$ cat config.mk
export PLATFORM = sky130hd
export DESIGN_NAME = can_rx_frame
export DESIGN_NICKNAME = d
export VERILOG_FILES = /design/src/rtl/can_rx_frame.sv
export SDC_FILE = /design/constraint.sdc
export NUM_CORES = 1
export LEC_CHECK = 0
export ABC_AREA = 1
export CAP_MARGIN = 40
export CORE_MARGIN = 4
export CORE_UTILIZATION = 35
export CTS_BUF_LIST = sky130_fd_sc_hd__clkbuf_8
export CTS_CLUSTER_SIZE = 14
export DETAILED_ROUTE_END_ITERATION = 7
export PLACE_DENSITY_LB_ADDON = 0.15
export SLEW_MARGIN = 25
export SYNTH_ARGS = -nofsm -noshare
export SYNTH_HDL_FRONTEND = slang
export SYNTH_SLANG_ARGS = --single-unit
$ cat constraint.sdc
create_clock -name clk_i -period 2.4 [get_ports clk_i]
set_input_delay 0.48 -clock clk_i [delete_from_list [all_inputs] [get_ports clk_i]]
set_output_delay 0.48 -clock clk_i [all_outputs]
set_load 0.03 [all_outputs]
$ cat src/rtl/can_rx_frame.sv
// CAN 2.0B extended-frame receiver: destuffing, CRC-15 check, form checks and ID/DLC/data decode.
// Define CAN_RX_ACK_EN to drive a dominant ACK bit when the received CRC matches.
module can_rx_frame (
    input  logic        clk_i,
    input  logic        rst_n_i,
    input  logic        rx_start_i,
    input  logic        bit_valid_i,
    input  logic        bit_i,
    output logic        rx_busy_o,
    output logic        ack_o,
    output logic        frame_valid_o,
    output logic        message_type_o,
    output logic [5:0]  local_address_o,
    output logic [5:0]  remote_address_o,
    output logic [1:0]  handshake_o,
    output logic [1:0]  atribute_o,
    output logic [3:0]  expand_count_o,
    output logic [7:0]  cmd_data_sign_o,
    output logic [3:0]  dlc_o,
    output logic [63:0] data_o,
    output logic        crc_err_o,
    output logic        stuff_err_o,
    output logic        form_err_o
);
    typedef enum logic [3:0] {
        IDLE, ARB1, SRR_IDE, ARB2, RTR_R1_R0, DLC, DATA, CRC, CRC_DEL, ACK, ACK_DEL, EOF
    } state_t;

    state_t      state;
    logic [5:0]  cnt;
    logic [2:0]  run;
    logic        last_bit;
    logic [28:0] id_sr;
    logic [3:0]  dlc_sr;
    logic [63:0] data_sr;
    logic [14:0] crc_calc, crc_rx, crc_upd;
    logic [3:0]  nbytes;
    logic [6:0]  data_bits;
    logic        stuff_zone, stuff_bit, crc_ok;

    // CRC_DEL stays in the stuff zone so a stuff bit following the last CRC bit is still removed.
    always_comb begin
        nbytes     = (dlc_sr > 4'd8) ? 4'd8 : dlc_sr;
        data_bits  = {nbytes, 3'b000};
        stuff_zone = state inside {ARB1, SRR_IDE, ARB2, RTR_R1_R0, DLC, DATA, CRC, CRC_DEL};
        stuff_bit  = stuff_zone && (run == 3'd5);
        crc_ok     = (crc_rx == crc_calc);
        crc_upd    = {crc_calc[13:0], 1'b0} ^ ((bit_i ^ crc_calc[14]) ? 15'h4599 : 15'h0000);
    end

    assign rx_busy_o = (state != IDLE);

    always_ff @(posedge clk_i or negedge rst_n_i) begin
        if (!rst_n_i) begin
            state            <= IDLE;
            cnt              <= '0;
            run              <= '0;
            last_bit         <= 1'b0;
            id_sr            <= '0;
            dlc_sr           <= '0;
            data_sr          <= '0;
            crc_calc         <= '0;
            crc_rx           <= '0;
            frame_valid_o    <= 1'b0;
            crc_err_o        <= 1'b0;
            stuff_err_o      <= 1'b0;
            form_err_o       <= 1'b0;
            message_type_o   <= 1'b0;
            local_address_o  <= '0;
            remote_address_o <= '0;
            handshake_o      <= '0;
            atribute_o       <= '0;
            expand_count_o   <= '0;
            cmd_data_sign_o  <= '0;
            dlc_o            <= '0;
            data_o           <= '0;
        end else begin
            frame_valid_o <= 1'b0;
            crc_err_o     <= 1'b0;
            stuff_err_o   <= 1'b0;
            form_err_o    <= 1'b0;
            if (bit_valid_i) begin
                if (stuff_bit) begin
                    if (bit_i == last_bit) begin
                        stuff_err_o <= 1'b1;
                        state       <= IDLE;
                    end else begin
                        last_bit <= bit_i;
                        run      <= 3'd1;
                    end
                end else begin
                    if (stuff_zone) begin
                        last_bit <= bit_i;
                        run      <= (bit_i == last_bit) ? run + 3'd1 : 3'd1;
                    end
                    if (state inside {ARB1, SRR_IDE, ARB2, RTR_R1_R0, DLC, DATA})
                        crc_calc <= crc_upd;
                    cnt <= cnt + 6'd1;
                    case (state)
                        IDLE: begin
                            if (rx_start_i && !bit_i) begin
                                state    <= ARB1;
                                cnt      <= '0;
                                run      <= 3'd1;
                                last_bit <= 1'b0;
                                id_sr    <= '0;
                                dlc_sr   <= '0;
                                data_sr  <= '0;
                                crc_calc <= '0;
                                crc_rx   <= '0;
                            end
                        end
                        ARB1: begin
                            id_sr <= {id_sr[27:0], bit_i};
                            if (cnt == 6'd10) begin
                                state <= SRR_IDE;
                                cnt   <= '0;
                            end
                        end
                        SRR_IDE: begin
                            if (!bit_i) begin
                                form_err_o <= 1'b1;
                                state      <= IDLE;
                            end else if (cnt == 6'd1) begin
                                state <= ARB2;
                                cnt   <= '0;
                            end
                        end
                        ARB2: begin
                            id_sr <= {id_sr[27:0], bit_i};
                            if (cnt == 6'd17) begin
                                state <= RTR_R1_R0;
                                cnt   <= '0;
                            end
                        end
                        RTR_R1_R0: begin
                            if (cnt == 6'd0 && bit_i) begin
                                form_err_o <= 1'b1;
                                state      <= IDLE;
                            end else if (cnt == 6'd2) begin
                                state <= DLC;
                                cnt   <= '0;
                            end
                        end
                        DLC: begin
                            dlc_sr <= {dlc_sr[2:0], bit_i};
                            if (cnt == 6'd3) begin
                                state <= ({dlc_sr[2:0], bit_i} == 4'd0) ? CRC : DATA;
                                cnt   <= '0;
                            end
                        end
                        DATA: begin
                            data_sr[6'd63 - cnt] <= bit_i;
                            if ({1'b0, cnt} == data_bits - 7'd1) begin
                                state <= CRC;
                                cnt   <= '0;
                            end
                        end
                        CRC: begin
                            crc_rx <= {crc_rx[13:0], bit_i};
                            if (cnt == 6'd14) begin
                                state <= CRC_DEL;
                                cnt   <= '0;
                            end
                        end
                        CRC_DEL: begin
                            if (!crc_ok) begin
                                crc_err_o <= 1'b1;
                                state     <= IDLE;
                            end else if (!bit_i) begin
                                form_err_o <= 1'b1;
                                state      <= IDLE;
                            end else begin
                                state <= ACK;
                            end
                        end
                        ACK: state <= ACK_DEL;
                        ACK_DEL: begin
                            if (!bit_i) begin
                                form_err_o <= 1'b1;
                                state      <= IDLE;
                            end else begin
                                state <= EOF;
                                cnt   <= '0;
                            end
                        end
                        EOF: begin
                            if (!bit_i) begin
                                form_err_o <= 1'b1;
                                state      <= IDLE;
                            end else if (cnt == 6'd6) begin
                                state            <= IDLE;
                                frame_valid_o    <= 1'b1;
                                message_type_o   <= id_sr[28];
                                local_address_o  <= id_sr[27:22];
                                remote_address_o <= id_sr[21:16];
                                handshake_o      <= id_sr[15:14];
                                atribute_o       <= id_sr[13:12];
                                expand_count_o   <= id_sr[11:8];
                                cmd_data_sign_o  <= id_sr[7:0];
                                dlc_o            <= dlc_sr;
                                data_o           <= data_sr;
                            end
                        end
                        default: state <= IDLE;
                    endcase
                end
            end
        end
    end

`ifdef CAN_RX_ACK_EN
    // Dominant from the CRC_DEL sample until the ACK slot sample.
    always_ff @(posedge clk_i or negedge rst_n_i) begin
        if (!rst_n_i)
            ack_o <= 1'b1;
        else if (bit_valid_i)
            ack_o <= !(state == CRC_DEL && !stuff_bit && crc_ok && bit_i);
    end
`else
    assign ack_o = 1'b1;
`endif

endmodule

==> impl_metrics.csv <==
group,metric,value,unit
run_status,status,"complete, no violations",
grt,grt_pass1_wl,48100,um
drt,vias_per_cell,4.64,
finish,fraction_of_final_layout_cells_with_drive_strength_greater_than_1,10.1,%
grt,grt.overflow.total,0,
worst_setup_path,crit_required,1.92,ns
clock_network,numCtsBuffers,44,
grt,first_global_vias,9297,
clock_network,tritoncts_clock_tree,"built",
worst_setup_path,slowest_delay,0.46,ns
die,num_io_pins,108,
sta,report.final.hold_viol_count,0,
drt,drt-pass1-iter-count,5,
drt,drt_iter0_drc,598,
pwr,maximum_resistive_drop_on_vdd,0.419,mV
finish,layout-area-overhead-vs-synth,24.6,%
synth,synth_nets,1444,
die,initial_core_util,35.8,%
placed_design,post_dp_cell_area,13100,sq um
finish,layout_commonest_cell,"sky130_fd_sc_hd__nand2_1",
synth,avgSynthCellArea,7.96,sq um
worst_setup_path,worst_path_most_repeated_cell,"sky130_fd_sc_hd__inv_1",
sta,fin_setup_tns,0,ns
clock_network,cts_num_sinks,242,
clock_network,cts.htree.levels,2,
sta,fin_hold_ws,0.468,ns
sta,worst_slew_pin_slew,0.596,ns
pwr,power_per_cell_area,838,nW/um^2
sta,fmax,447,MHz
worst_setup_path,cp-start-kind,"register",
die,fp.coreArea,31900,sq um
synth,yosys_most_used_dff,"sky130_fd_sc_hd__dfrtp_1",
drt,dr_total_vias,9448,
drt,postRouteWirelength,28900,um
die,die_height,188,um
placed_design,gpl.final_weighted_congestion,0.873,
placed_design,dp_slack,0.0508,ns
die,die_w,188,um
finish,stdcell_count,2037,
placed_design,detailed_place_hpwl,18700,um
worst_setup_path,arrival,1.75,ns
sta,maximum_clock_skew_at_final_layout,0.0185,ns
worst_setup_path,crit_fanout,6,
finish,num_antenna_cells,0,
synth,async_reset_ff_share,100,%
synth,synthesis.instances,1432,
sta,final.min_clock_period,2.23,ns
synth,synth_top_cells_by_area,"sky130_fd_sc_hd__dfrtp_1, sky130_fd_sc_hd__nand2_1, sky130_fd_sc_hd__o211ai_1, sky130_fd_sc_hd__nor2_1, sky130_fd_sc_hd__inv_1",
clock_network,cts_buffer_depth,3,
die,die_footprint,35500,sq um
worst_setup_path,path_cells,"nor2_4 -> inv_1 -> nor2_2 -> inv_1 -> clkdlybuf4s15_2",
sta,final.period_utilization,93.1,%
clock_network,cts_root_buf,"sky130_fd_sc_hd__clkbuf_8",
sta,drv_slew,0,
synth,yosysTopAreaCell,"sky130_fd_sc_hd__dfrtp_1",
synth,synth.distinct_cells,36,
sta,postLayoutSetupSlackWorst,0.165,ns
synth,synth_top_area_share,53.1,%
sta,setup_viol_count_final,0,
sta,rsz_0062_raised_after_global_routing,"yes",
finish,design.final.nets,1581,
worst_hold_path,min_path_type,"reg -> reg",
finish,final_util,44.5,%
grt,grt_start_max_net_pins,90,
finish,final_cell_area,14200,sq um
worst_setup_path,cpMaxStageDelayCell,"sky130_fd_sc_hd__dfrtp_2",
clock_network,insertion_delay,0.55,ns
run,maxCapViolCount,0,
pwr,power,11.9,mW
placed_design,portBuffers,106,
drt,ant_nets,0,
drt,post-route-drc-count,0,
drt,avgRoutedWirePerCell,14.2,um
worst_setup_path,worst-setup-path-type,"reg -> out",
clock_network,register_clock_pin_slew_on_the_reported_worst_setup_and_hold_paths,0.06,ns
die,fp_rows,65,
sta,maxSlewHeadroom,60.2,%
placed_design,dp_cells,1951,
worst_setup_path,worstSetupEndpointType,"output port",
pwr,power.leakage,7.02,nW
synth,number_of_enable_flip_flop_cells_after_synthesis,0,
synth,synthesis.area,11400,sq um
grt,antenna_violations_before_repair,0,
synth,synth-warning-count,0,
finish,most-common-layout-cells,"sky130_fd_sc_hd__nand2_1, sky130_fd_sc_hd__dfrtp_1, sky130_fd_sc_hd__inv_1",
synth,synthesis_stage_register_bit_count,242,
grt,grt_use_total,16.1,%
synth,synth_sequential_area_ratio,53.1,%
synth_stat cells, types with 10 or more instances:
cell and instances:
sky130_fd_sc_hd__nand3_1 70, sky130_fd_sc_hd__buf_2 28, sky130_fd_sc_hd__inv_1 112, sky130_fd_sc_hd__o21ai_1 48
sky130_fd_sc_hd__nor3_1 10, sky130_fd_sc_hd__o21ai_0 57, sky130_fd_sc_hd__nor2_1 117, sky130_fd_sc_hd__nand2_1 581
sky130_fd_sc_hd__dfrtp_1 242, sky130_fd_sc_hd__clkbuf_1 22, sky130_fd_sc_hd__o211ai_1 64
registers in the layout (all words and copies together) (netlist names), 2 cells and up:
signal            count
state                 4
handshake_o           2
data_sr              64
data_o               64
cmd_data_sign_o       8
remote_address_o      6
crc_calc             15
expand_count_o        4
local_address_o       6
id_sr                29
cnt                   6
dlc_o                 4
atribute_o            2
run                   3
dlc_sr                4
crc_rx               15
logic make-up (layout without fill, tap and decap cells):
logic type,Yosys count,after routing,synth area share (%)
AND/OR/NAND/NOR,805,805,28.5
flip-flops,242,242,53.1
buffers and inverters,189,359,7.44
AO/OA/AOI/OAI,177,177,9.30
XOR/XNOR,11,11,0.845
adder cells (fa/ha/maj),7,7,0.768
other,1,1,0.0329
critical path: cells and delay by family (launching register included):
| kind | cells | cell delay [ns] |
|---|---|---|
| AND/OR/NAND/NOR | 2 | 0.30 |
| flip-flops | 1 | 0.46 |
| buffers and inverters | 3 | 0.46 |
worst paths after layout:
| check | start | endpoint | slack, ns | depth (start not counted) |
|---|---|---|---|---|
| max in group asynchronous | rst_n_i | data_o[60]$_DFFE_PN0P_ | 1.22 | 3 |
| worst min-delay path | data_sr[62]$_DFFE_PN0P_ | data_o[62]$_DFFE_PN0P_ | 0.47 | 2 |
| worst max-delay path | state[1]$_DFFE_PN0P_ | rx_busy_o | 0.17 | 5 |
| worst max register to register | state[0]$_DFFE_PN0P_ | data_sr[23]$_DFFE_PN0P_ | 0.17 | 14 |
| min in group asynchronous | rst_n_i | crc_calc[6]$_DFFE_PN0P_ | 0.48 | 2 |
| worst min register to register | data_sr[62]$_DFFE_PN0P_ | data_o[62]$_DFFE_PN0P_ | 0.47 | 2 |
area by class of cell:
| type | instances | area, sq um |
|---|---|---|
| well taps | 435 | 544 |
| clock buffers | 56 | 771 |
| multi-input cells | 1001 | 4560 |
| clock inverters | 23 | 154 |
| inverters | 119 | 449 |
| fillers | 3258 | 17700 |
| flip-flops and latches | 242 | 6060 |
| repair buffers | 161 | 1660 |
power by group:
| group | internal, mW | total [mW] | switching (mW) |
|---|---|---|---|
| combinational | 1.09 | 3.23 | 2.14 |
| clock | 2.31 | 4.06 | 1.75 |
| sequential | 4.36 | 4.61 | 0.251 |
per-layer routing:
layer	track usage (%)	part of all wire, %	vias to the layer above
met3	3.11	4.4	45
met5	0	0	-
met2	25.5	45	166
met4	4.06	1.7	0
met1	23.0	49	4425
li1	-	-	4812
repair_timing:
action,in CTS,in global routing
buffers inserted,0,5
gates resized for setup,6,17
setup endpoints to repair,1,109
hold buffers,1,0
cloned,0,1
hold endpoints to repair,54,0
pin swaps,0,10
Note: power is estimated with default switching activity, not from simulation.
==> RTL edit 1: new RTL, same flow settings <==
Add a define of `CAN_RX_ACK_EN`.
--- a/src/rtl/can_rx_frame.sv
+++ b/src/rtl/can_rx_frame.sv
@@ -2,2 +2,4 @@
 // Define CAN_RX_ACK_EN to drive a dominant ACK bit when the received CRC matches.
+`define CAN_RX_ACK_EN
+
 module can_rx_frame (
Check against the original RTL: not settled (the Yosys comparison gave no result); the edit may change what the design does.
==> RTL edit 1 against the unedited design <==
- total power rose by 4.9%
- sequential cell count rose by 1
- worst setup slack got worse by 0.027 ns
- first-iteration DRC count rose by 51%
- fmax fell by 1.2%
- area after synthesis rose by 4.0%
- sequential share of layout area fell by 1.0 points
- count of clock-buffer cells in the layout fell by 2
- final area rose by 2.9%
- wire length rose by 17%
==> RTL edit 1: results (changes against the unedited design) <==
Reg2Reg Depth=12 (-2); family with the most delay on the worst path=buffers and inverters; nets@finish=1667 (+5.4%); vias in the first global route=10700 (+15%); largest net degree at the start of global routing=77 (-14%); CP Capture Point=ack_o; DR WL/cell=15.9 um (+12%); CTS buffer count=43 (-2.3%); initial DRC count=901 (+51%); Final HPWL DP=20.9 mm (+12%); final cell count without fillers=2134 (+4.8%); worst slack at placement=0.0219 ns (-0.0289 ns); maximum vdd drop=0.429 mV (+2.4%); reg2reg end=data_o[1]; buffers added on ports=107 (+0.94%); share of cells above drive strength 1=9.13% (-0.98 points); RR Startpoint=state[2]; Final period util=94.3% (+1.1 points); post-synthesis average cell area=7.72 um2 (-3.0%); Slew @ Worst Pin=0.787 ns (+0.192 ns); global-route wire length before repair=55.9 mm (+16%); leakage=7.31 nW (+4.2%); vias per cell=4.97 (+7.2%); post-synthesis sequential area ratio=51.3% (-1.8 points); CP Max Fanout=2 (-4); CP startpoint=ack_o; Clock Skew=0.0213 ns (+0.00278 ns); Hold WC Path Type=in2reg; outcome=finished, final reports clean; Placer Congestion=0.860 (-1.6%)
-- RTL edit 1: changes by cell type after synthesis, sizes merged, moves of 3 or more --
cell | before | now
buf | 48 | 39
clkbuf | 22 | 55
inv | 118 | 88
nand2 | 587 | 689
nand3 | 70 | 37
nand4 | 5 | 75
nor2 | 127 | 149
nor3 | 11 | 14
nor3b | 3 | 0
o2111ai | 1 | 63
o211ai | 64 | 1
o21ai | 105 | 55
o221ai | 1 | 8
xor2 | 9 | 3
-- RTL edit 1: what timing repair did --
item	in CTS	in global routing
setup buffers	0	1
hold buffers	1	0
pin swaps	0	1
hold endpoints to repair	56	0
resized for setup	3	15
gates cloned	0	2
setup endpoints to repair	1	137
-- RTL edit 1: final cells by class --
| type | instances | area [um2] |
|---|---|---|
| fillers | 3412 | 18800 |
| flip-flops and latches | 243 | 6090 |
| inverters | 88 | 345 |
| clock inverters | 22 | 148 |
| repair buffers | 168 | 1700 |
| multi-input cells | 1111 | 5020 |
| clock buffers | 54 | 743 |
| well taps | 448 | 561 |
-- RTL edit 1: report_power, final --
part | leakage, nW | internal [mW] | switching, mW | total, mW
clock | 0.513 | 2.24 | 1.72 | 3.96
sequential | 3.34 | 4.37 | 0.270 | 4.64
combinational | 3.46 | 1.30 | 2.59 | 3.89
total | 7.31 | 7.90 | 4.58 | 12.5
-- RTL edit 1: worst min-delay path by stage --
stage / endpoint / from / cells after the start / slack (ns)
2_1_floorplan: atribute_o[0] / rst_n_i / 0 / 0.18
6_report: crc_rx[0] / bit_i / 3 / 0.27
3_5_place_dp: data_o[10] / data_sr[10] / 2 / 0.46
5_1_grt: crc_rx[0] / bit_i / 3 / 0.27
4_1_cts: crc_rx[0] / bit_i / 3 / 0.24
3_3_place_gp: data_sr[32] / data_sr[32] / 2 / 0.46
-- RTL edit 1: metal layers --
metal	routed length (um)	GRT usage [%]	share of wire, %	vias to the layer above
met3	1950	2.73	5.7	56
met4	713	5.13	2.1	0
li1	-	-	-	5252
met5	0	0	0	-
met2	14700	28.4	43	304
met1	16500	27.0	49	4995
-- RTL edit 1: kinds of logic (layout without fill, tap and decap cells) --
group                    after synthesis  after routing  synth area share (%)
XOR/XNOR                               5              5                 0.369
buffers and inverters                182            332                  6.54
AO/OA/AOI/OAI                        131            131                  7.83
AND/OR/NAND/NOR                      968            968                  33.2
flip-flops                           243            243                  51.3
adder cells (fa/ha/maj)                7              7                 0.739
-- RTL edit 1: metrics by stage --
step	hold slack [ns]	utilization [%]	power [mW]	TNS (ns)	area, um2
floorplan	0.184	-	7.17	0	11900
global placement	0.458	40.7	8.44	0	13600
detailed placement	0.461	40.7	8.44	0	13600
CTS	0.238	43.4	12.5	0	14500
global route	0.275	43.7	13.4	-0.00450	14600
finish	0.266	43.7	12.5	0	14600
==> RTL edit 2: new RTL, same settings <==
Without the edit above. Put one more register stage on the output `stuff_err_o`. The value now appears one clock later. The other outputs are not delayed to match.
--- a/src/rtl/can_rx_frame.sv
+++ b/src/rtl/can_rx_frame.sv
@@ -28,2 +28,4 @@
 
+    logic stuff_err_s0;
+
     state_t      state;
@@ -65,3 +67,3 @@
             crc_err_o        <= 1'b0;
-            stuff_err_o      <= 1'b0;
+            stuff_err_s0     <= 1'b0;
             form_err_o       <= 1'b0;
@@ -79,3 +81,3 @@
             crc_err_o     <= 1'b0;
-            stuff_err_o   <= 1'b0;
+            stuff_err_s0  <= 1'b0;
             form_err_o    <= 1'b0;
@@ -84,3 +86,3 @@
                     if (bit_i == last_bit) begin
-                        stuff_err_o <= 1'b1;
+                        stuff_err_s0 <= 1'b1;
                         state       <= IDLE;
@@ -223,2 +225,6 @@
 
+    always_ff @(posedge clk_i) begin
+        stuff_err_o <= stuff_err_s0;
+    end
+
 endmodule
Formal check against the unedited RTL: no difference found for any inputs over 4 cycles, from zero or initial values and one cycle with rst_n_i low; that may be too few to reach the edited logic, so the function may still have changed.
==> RTL edit 2 against the unedited design <==
- final cell count fell by 10%
- area after synthesis decreased by 4.8%
- wire length down 6.8%
- largest cell class unchanged
- sequential share of layout area grew 2.2 points
- combinational power grew 15%
- sequential power rose by 13%
- final area is 4.6% lower
- critical path depth did not move
- worst setup slack got worse by 0.041 ns
- total power increased by 6.8%
- sequential cell count up 1
- core utilization shrank 0.26 points
==> RTL edit 2: results (changes against the unedited design) <==
largest registers=data_o (64), data_sr (64), id_sr (29); antenna violations before repair=0 (unchanged); total track usage=16.2% (+0.084 points); buffers added on ports=106 (unchanged); outcome=finished, final reports clean; antenna cells=0 (unchanged); CTS max path bufs=3 (unchanged); WHS Path Cells=0 (-2); post-synthesis mux area share=0% (unchanged); Post-Synth XOR/XNOR Area=0.887% (+0.042 points); Warnings, synthesis=0 (unchanged); Post-DRT Antenna Nets=0 (unchanged); reg2reg end=state[2]; CP Max Fanout=6 (unchanged); maximum vdd drop=0.530 mV (+26%); fillers=3056 (-6.2%); largest net degree at the start of global routing=82 (-8.9%); Hold Path Origin=stuff_err_s0; Synth Net Count=1272 (-12%); adder-cell share of the synthesized area=0.807% (+0.038 points); reg2reg setup slack=0.29 ns (+0.12 ns); net switching power=4.48 mW (+8.3%); global-route wire length before repair=45.6 mm (-5.2%); max_cap viols=0 (unchanged); post-synthesis sequential area ratio=56.0% (+2.8 points); Placer Congestion=0.896 (+2.6%); Reg2Reg Depth=15 (+1); clock slew at reported path FFs=0.06 ns (about the same); clk root buf=clkbuf_8; Commonest cells post-synth=nand2_1, dfrtp_1, inv_1; Slew @ Worst Pin=0.593 ns (-0.00265 ns); CTS buffer count=44 (unchanged); vias per cell=4.77 (+2.8%); Hold Crit Endpoint=stuff_err_o; later-pin clock latency in the skew report=0.54 ns; share of cells above drive strength 1=9.96% (-0.15 points); drt first pass iters=6 (+1); Final HPWL DP=18.0 mm (-3.7%); vias in the first global route=8662 (-6.8%); asr flop ratio synth=99.6% (-0.41 points); Clock Skew=0.0204 ns (+0.00191 ns); area share of the largest cell type after synthesis=55.8% (+2.7 points); initial DRC count=497 (-17%); Hold WC Path Type=reg2reg; CP startpoint=state[2]; Area contributors post-synth=dfrtp_1, nand2_1, o21ai_0, inv_1, o22ai_1; Worst Path Arrival=1.80 ns (+0.05 ns); RR Startpoint=dlc_sr[1]; Yosys cell types=35 (-2.8%); leakage=6.25 nW (-11%); nets@finish=1415 (-10%); H-tree levels=2 (unchanged); Synth Area in Compound Gates=15.9% (+6.7 points); routed wire length=27.0 mm (-6.8%)
RTL edit 2: cell types whose count changed after synthesis, sizes merged, moves of 50 or more:
cell    delta
o22ai     +81
nand2    -285
o211ai    -63
a21oi     +82
nor2      -63
inv       +50
RTL edit 2: worst max-delay path by stage:
stage                         endpoint
after CTS                    rx_busy_o
final                        rx_busy_o
after global routing         rx_busy_o
after floorplan               state[0]
after detailed placement  crc_calc[10]
after global placement    crc_calc[10]
RTL edit 2: power by group through the flow:
stage          Clock (mW)  Combinational (mW)  Sequential, mW
2_1_floorplan           0                2.58            5.16
3_3_place_gp            0                3.65            5.25
3_5_place_dp            0                3.67            5.25
4_1_cts              3.96                3.69            5.19
5_1_grt              4.16                4.24            5.29
6_report             3.82                3.70            5.19
RTL edit 2: kinds of logic (layout without fill, tap and decap cells):
group | count (synthesis) | count (layout)
AND/OR/NAND/NOR | 442 | 442
AO/OA/AOI/OAI | 323 | 323
flip-flops | 243 | 243
buffers and inverters | 233 | 409
XOR/XNOR | 11 | 11
adder cells (fa/ha/maj) | 7 | 7
other | 1 | 1
RTL edit 2: per-stage QoR:
stage	setup slack [ns]	hold WS (ns)	util [%]	cell area, um2	std cells
CTS	0.0304	0.342	44.1	13500	1828
finish	0.125	0.342	44.3	13500	1832
global placement	0.0746	0.327	41.2	12600	1748
detailed placement	0.0611	0.329	41.2	12600	1748
global route	0.00217	0.345	44.3	13500	1832
floorplan	0.424	0.184	-	10900	1260
RTL edit 2: area by class of cell:
type	instances	area (um2)	area share [%]
Timing Repair Buffer	160	1620	12.0
Multi-Input combinational cell	784	3830	28.3
Clock buffer	54	743	5.49
Sequential cell	243	6080	44.9
Inverter	170	638	4.71
Tap cell	396	495	3.66
Clock inverter	25	133	0.979
RTL edit 2: worst max-delay path, cell delays in order (launching register included):
cell	delay (ns)
dfrtp_2	0.45
inv_2	0.09
nand2_2	0.14
nor2_4	0.17
inv_1	0.05
dlygate4sd2_1	0.35
RTL edit 2: per-layer routing:
metal | vias to the layer above | track usage, % | share of wire, %
li1 | 4420 | - | -
met1 | 4082 | 23.6 | 48
met2 | 186 | 25.3 | 45
met3 | 44 | 2.80 | 4.7
met4 | 0 | 4.23 | 1.9
met5 | - | 0 | 0
RTL edit 2: repair_timing:
action,in CTS,in global routing
gates resized for setup,2,5
pin swaps,0,1
hold buffers,1,0
setup buffers,0,4
endpoints found under the hold margin,32,0
endpoints found under the setup margin,1,18
